`src/rtl/ts_avg.sv`:
```
// rtl/ts_avg.sv - dual-channel sliding-window sensor averager
module ts_avg #(
   parameter int LOG2_DEPTH = 3,
   parameter int W          = 8
) (
   input  logic         clk,
   input  logic         rst,
   input  logic         s_valid,
   input  logic         s_ch,
   input  logic [W-1:0] s_data,
   output logic [W-1:0] ts1,
   output logic [W-1:0] ts2,
   output logic         ts_valid,
   output logic         upd
);

   localparam int DEPTH = 1 << LOG2_DEPTH;
   localparam int SW    = W + LOG2_DEPTH;
   localparam logic [LOG2_DEPTH:0] FULL = (LOG2_DEPTH + 1)'(DEPTH);

   // Per-channel window storage; index 0 feeds ts1, index 1 feeds ts2
   logic [W-1:0]          ring [2][DEPTH];
   logic [LOG2_DEPTH-1:0] ptr  [2];
   logic [LOG2_DEPTH:0]   fill [2];
   logic [SW-1:0]         sum  [2];

   logic [W-1:0]          old;
   logic [SW-1:0]         new_sum;
   logic [LOG2_DEPTH:0]   fill0_nxt;
   logic [LOG2_DEPTH:0]   fill1_nxt;

   // Evict the oldest sample of the selected channel and fold in the new one;
   // old is already inside sum, so the subtraction never underflows
   always_comb begin
      old       = ring[s_ch][ptr[s_ch]];
      new_sum   = sum[s_ch] - SW'(old) + SW'(s_data);
      fill0_nxt = fill[0];
      fill1_nxt = fill[1];
      if (s_valid && !s_ch && fill[0] != FULL) fill0_nxt = fill[0] + (LOG2_DEPTH + 1)'(1);
      if (s_valid &&  s_ch && fill[1] != FULL) fill1_nxt = fill[1] + (LOG2_DEPTH + 1)'(1);
   end

   // Window state, registered averages and status flags; reset wins over a sample
   always_ff @(posedge clk) begin
      if (rst) begin
         for (int c = 0; c < 2; c++) begin
            for (int i = 0; i < DEPTH; i++) ring[c][i] <= '0;
            ptr[c]  <= '0;
            fill[c] <= '0;
            sum[c]  <= '0;
         end
         ts1      <= '0;
         ts2      <= '0;
         ts_valid <= 1'b0;
         upd      <= 1'b0;
      end else begin
         upd      <= s_valid;
         fill[0]  <= fill0_nxt;
         fill[1]  <= fill1_nxt;
         ts_valid <= (fill0_nxt == FULL) && (fill1_nxt == FULL);
         if (s_valid) begin
            ring[s_ch][ptr[s_ch]] <= s_data;
            ptr[s_ch]             <= ptr[s_ch] + LOG2_DEPTH'(1);
            sum[s_ch]             <= new_sum;
            // Empty slots hold 0, so the average is always sum/DEPTH
            if (s_ch) ts2 <= new_sum[SW-1:LOG2_DEPTH];
            else      ts1 <= new_sum[SW-1:LOG2_DEPTH];
         end
      end
   end

endmodule

```
`config.mk`:
```
export PLATFORM = sky130hd
export DESIGN_NAME = ts_avg
export DESIGN_NICKNAME = d
export VERILOG_FILES = /design/src/rtl/ts_avg.sv
export SDC_FILE = /design/constraint.sdc
export NUM_CORES = 1
export LEC_CHECK = 0
export BUFFER_PORTS_ARGS = -buffer_cell sky130_fd_sc_hd__clkbuf_2
export CORE_MARGIN = 2
export CORE_UTILIZATION = 62
export CTS_CLUSTER_DIAMETER = 60
export DETAILED_ROUTE_END_ITERATION = 7
export MAX_ROUTING_LAYER = met4
export PLACE_DENSITY = 0.83
export SLEW_MARGIN = 20
export SYNTH_ARGS = -nofsm -noshare
export SYNTH_HDL_FRONTEND = slang
export SYNTH_SLANG_ARGS = --single-unit
```
`constraint.sdc`:
```
create_clock -name clk -period 4.6 [get_ports clk]
set_clock_uncertainty 0.1 [all_clocks]
set_input_delay 0.46 -clock clk [delete_from_list [all_inputs] [get_ports clk]]
set_output_delay 0.46 -clock clk [all_outputs]
set_load 0.005 [all_outputs]
```
Word-level counts from Yosys, hierarchy flattened

Memories as Yosys holds them, arrays and structs flattened.
Index checks and enable logic that the tools add are counted.

Magnitude comparators: 2
Reductions and logical operators: 12
Bitwise operators: 4
Equal/unequal tests: 4
Multiplexer cells: 25
$add $sub $neg: 5

Operators by type and width:

| cell                | count |
|---|---|
| $mux 64             | 3 |
| $reduce_or 64->1    | 1 |
| $bmux 8 s3          | 1 |
| $demux 8 s3         | 1 |
| $mux 8              | 3 |
| $mux 4              | 4 |
| $add 11x8->11       | 1 |
| $mux 1              | 11 |
| $mux 11             | 1 |
| $reduce_or 11->1    | 1 |
| $sub 11x8->11       | 1 |
| $add 4x1->4 const B | 2 |
| $eq 4x4->1 const B  | 2 |
| $ne 4x4->1 const B  | 2 |
| $logic_and 1x1->1   | 6 |
| $ge 4x4->1 const B  | 1 |
| $lt 4x1->1 const B  | 1 |
| $not 3->4           | 1 |
| $reduce_and 2->1    | 2 |
| $add 3x1->3 const B | 1 |
| $mux 3              | 1 |
| $reduce_or 3->1     | 1 |
| $or 1x1->1          | 2 |
| $logic_not 1->1     | 1 |
| $not 1->1           | 1 |

Bits in registers: 18
Input bits: 12
Memory bits (writable): 164
Word-level logic and storage cells: 60
Memories kept: 4
Output and inout bits: 18

Memories:

| name | words | bits a word | read ports | clocked after Yosys merged registers in | write ports | RTL line | source |
|---|---|---|---|---|---|---|---|
| ring | 2     | 64          | 1          | 0                                       | 2           | 22       | `logic [W-1:0] ring [2][DEPTH];` |
| sum  | 2     | 11          | 1          | 0                                       | 2           | 25       | `logic [SW-1:0] sum [2];` |
| fill | 2     | 4           | 2          | 0                                       | 2           | 24       | `logic [LOG2_DEPTH:0] fill [2];` |
| ptr  | 2     | 3           | 1          | 0                                       | 2           | 23       | `logic [LOG2_DEPTH-1:0] ptr [2];` |

Logic depth before layout (Yosys ltp)

An unclocked memory read counts as a cell.

Depth after elaboration: 9
Mapped depth: 16
Depth with buffers taken out: 14

Least setup slack after synthesis

Ideal clock, no wire load.

Kind: input -> register
Start point: input port s_ch
End point: memory sum[1][10] in the netlist's numbering (data pin)
Setup slack: 0.734 ns
Data arrival time: 3.500 ns
Buffers on the path: 3
Setup time: 0.266 ns
Data required time: 4.234 ns
Stages on the path: 14
Cells stage by stage: buf_2 -> buf_4 -> nor2_1 -> a32oi_2 -> buf_2 -> o221ai_1 -> fa_1 -> inv_1 -> fa_1 -> a21o_1 -> a221oi_4 -> o31ai_2 -> xnor2_2 -> nor2_1

RTL lines:

| item            | RTL line | source |
|---|---|---|
| start, declared | 9        | `input logic s_ch,` |
| end, declared   | 25       |  |

==> metrics.md <==
| Metric | Value |
|---|---|
| CTS tree | yes |
| Critical path class | register to register |
| Maximum vdd drop | 0.297 mV |
| Layout cells sized above 1 | 14.4% |
| Final Util | 70.2% |
| First-pass GRT wire length | 31800 µm |
| H-tree depth | 4 |
| Synth top area share | 53.2% |
| Combinational power share | 21.5% |
| Largest area contributor in the synthesized netlist | edfxtp_1 |
| Pin count of the biggest net entering global routing | 39 |
| Routability cong. | 0.892 |
| Post-route ant nets | 0 |
| Syn_nets | 769 |
| Setup crit end kind | register |
| Cells on worst reg2reg path | 14 |
| Most common cell in the netlist | edfxtp_1 |
| Final Cycle Share | 94.4% |
| Synth warnings | 0 |
| Wire per inst | 21.3 µm |
| Number of distinct library cells after synthesis | 54 |
| CTS max path bufs | 2 |
| DRT Pass-1 Iters | 7 |
| CP Data Required Time | 4.65 ns |
| Total track usage | 29.3% |
| Via Count | 6127 |
| WP data arrival | 4.39 ns |
| FMAX | 230 MHz |
| Slew @ Worst Pin | 0.886 ns |
| Initial drt markers | 668 |
| Sw Pwr | 1.27 mW |
| Syn Area/Cell | 12.0 µm² |
| Lkg Pwr | 3.68 nW |
| Effective utilization at floorplan | 63.5% |
| Synth-to-Final Area Change | 10.6% |
| GRT overflow | 0 |
| Detailed Place HPWL | 13600 µm |
| Max Cap Viol | 0 |
| Clock buffer count from CTS | 17 |
| Synth area leaders | edfxtp_1 53%, dfxtp_1 5.9%, mux2i_1 5.5% |
| Fill count | 916 |
| Seq/Total Area, Yosys | 59.1% |
| Dpl ws | 0.126 ns |
| CTS-repair resized insts | 0 |
| Syn Inst Count | 733 |
| WHS Path Cells | 2 |
| Int Pwr | 3.13 mW |
| EDFF count, synth | 156 |
| Final Max Slew Viols | 0 |
| Multi-input gate area | 3240 µm² |
| Final Hold Vio Count | 0 |
| Crit-path max FO | 24 |
| Final critical-path required period | 4.34 ns |
| Fin worst setup slack | 0.260 ns |
| Setup_tns | 0 ns |
| Final setup fails | 0 |
| Port bufs | 29 |
| Synth Cell Area | 8810 µm² |
| Postcts setup bufs | 0 |
| Io pins | 30 |
| Final Net Count | 788 |
| Async set-reset flop share out of synthesis | 0% |
| RSZ-0062 raised after global routing | false |
| Synth Register Bits | 182 |
| Initial antenna violation count | 1 |
| Sequential Area | 5200 µm² |
| Clock Sink Count | 182 |
| Die width | 123 µm |
| Hold_ws | 0.266 ns |
| Outcome | finished, final reports clean |
| Worst slew margin | 40.9% |
| P per Cell Area | 452 nW/µm² |
| # rows | 43 |
| Core Area | 13900 µm² |
| Clk_lat worst skew | 0.44 ns |
| Vert. Die Dim | 123 µm |
| Vias in the first global route | 5821 |
| Vias per cell | 6.48 |
| Clock transition at path regs | 0.08 ns |
| Detailed-route DRC error count | 0 |
| Sequential Power Share | 44.7% |
| Post-CTS Hold Fix Bufs | 0 |
| HP Class | input pin to register |
| CTS root buffer | clkbuf_16 |
| Worst setup SP type | register |
| Main synth FF type | edfxtp_1 |
| Switch share | 28.8% |
| Full die area | 15200 µm² |
| Synth cell count leaders | 156 x edfxtp_1, 53 x a21oi_1, 48 x mux2i_1, 48 x nor2_1, 42 x nand2_1 |
| Clock power frac | 33.8% |
| Routed WL | 20200 µm |
-- layout by cell type, fill, tap and decap left out, types with 26 or more instances in the layout --
cell      count
nor4_1       28
mux2i_1      48
nand2_1      42
a21oi_1      53
nor3_1       31
clkbuf_2     28
nor2_1       48
dfxtp_1      26
edfxtp_1    156
-- worst max-delay path, cell delays in order, from the launching register on --
cell and delay [ns]:
edfxtp_1 0.43, nor2b_1 0.20, a32oi_1 0.30, buf_12 0.21, a211oi_1 0.06, a21oi_1 0.36, o221ai_1 0.25, fa_1 0.56
inv_1 0.04, ha_1 0.38, a21o_1 0.24, a221oi_4 0.42, o31ai_2 0.14, xnor2_2 0.27, nor2_1 0.09
-- per-layer routing --
metal | vias to the layer above | track usage [%] | wire length, µm
met3 | 59 | 6.60 | 1700
met1 | 2978 | 38.0 | 8050
li1 | 2760 | - | -
met5 | - | - | 0
met2 | 330 | 44.5 | 9720
met4 | 0 | 13.4 | 727
-- metrics by stage --
stage / area, µm² / instances / total power [mW]
floorplan: 8810 / 733 / 2.67
global placement: 9130 / 912 / 2.89
detailed placement: 9130 / 912 / 2.92
CTS: 9730 / 944 / 4.39
global route: 9740 / 946 / 4.58
finish: 9740 / 946 / 4.40
-- power by group through the flow --
stage	Clock [mW]	Sequential (mW)	Combinational (mW)
finish	1.49	1.97	0.946
global route	1.57	1.98	1.03
CTS	1.49	1.97	0.932
detailed placement	0	2.00	0.922
global placement	0	2.00	0.896
floorplan	0	1.99	0.671
-- worst paths after layout --
path | from | end | slack, ns
setup reg to reg | ptr[0][2]$_SDFFCE_PN0P_ | sum[1][10]$_SDFFCE_PN0P_ | 0.26
setup / recovery | ptr[0][2]$_SDFFCE_PN0P_ | sum[1][10]$_SDFFCE_PN0P_ | 0.26
hold reg to reg | ts2[1]$_SDFFE_PP0P_ | ts2[1]$_SDFFE_PP0P_ | 0.36
hold / removal | s_data[3] | ring[0][19]$_SDFFCE_PN0P_ | 0.27
-- kinds of logic (layout without fill, tap and decap cells) --
group,Yosys count,count (layout),share of synthesized area (%)
AND/OR/NAND/NOR,231,231,13.7
flip-flops,182,182,59.1
XOR/XNOR,17,17,1.78
AO/OA/AOI/OAI,130,130,9.66
other,0,1,0
multiplexers,65,65,7.63
buffers and inverters,84,116,4.12
adder cells (fa/ha/maj),24,24,4.09
-- final cells by class --
type,count,share of cell area [%]
diodes,1,0.0257
clock buffers,18,4.40
clock inverters,14,1.76
inverters,31,1.19
multi-input cells,467,33.3
flip-flops and latches,182,53.4
well taps,180,2.31
repair buffers,53,3.60
-- registers in the layout, indices dropped and copies added (netlist names) --
signal,flops
ptr,6
ts2,8
sum,22
upd,1
ts_valid,1
ring,128
ts1,8
fill,8
Power figures use the tool's default switching activity.
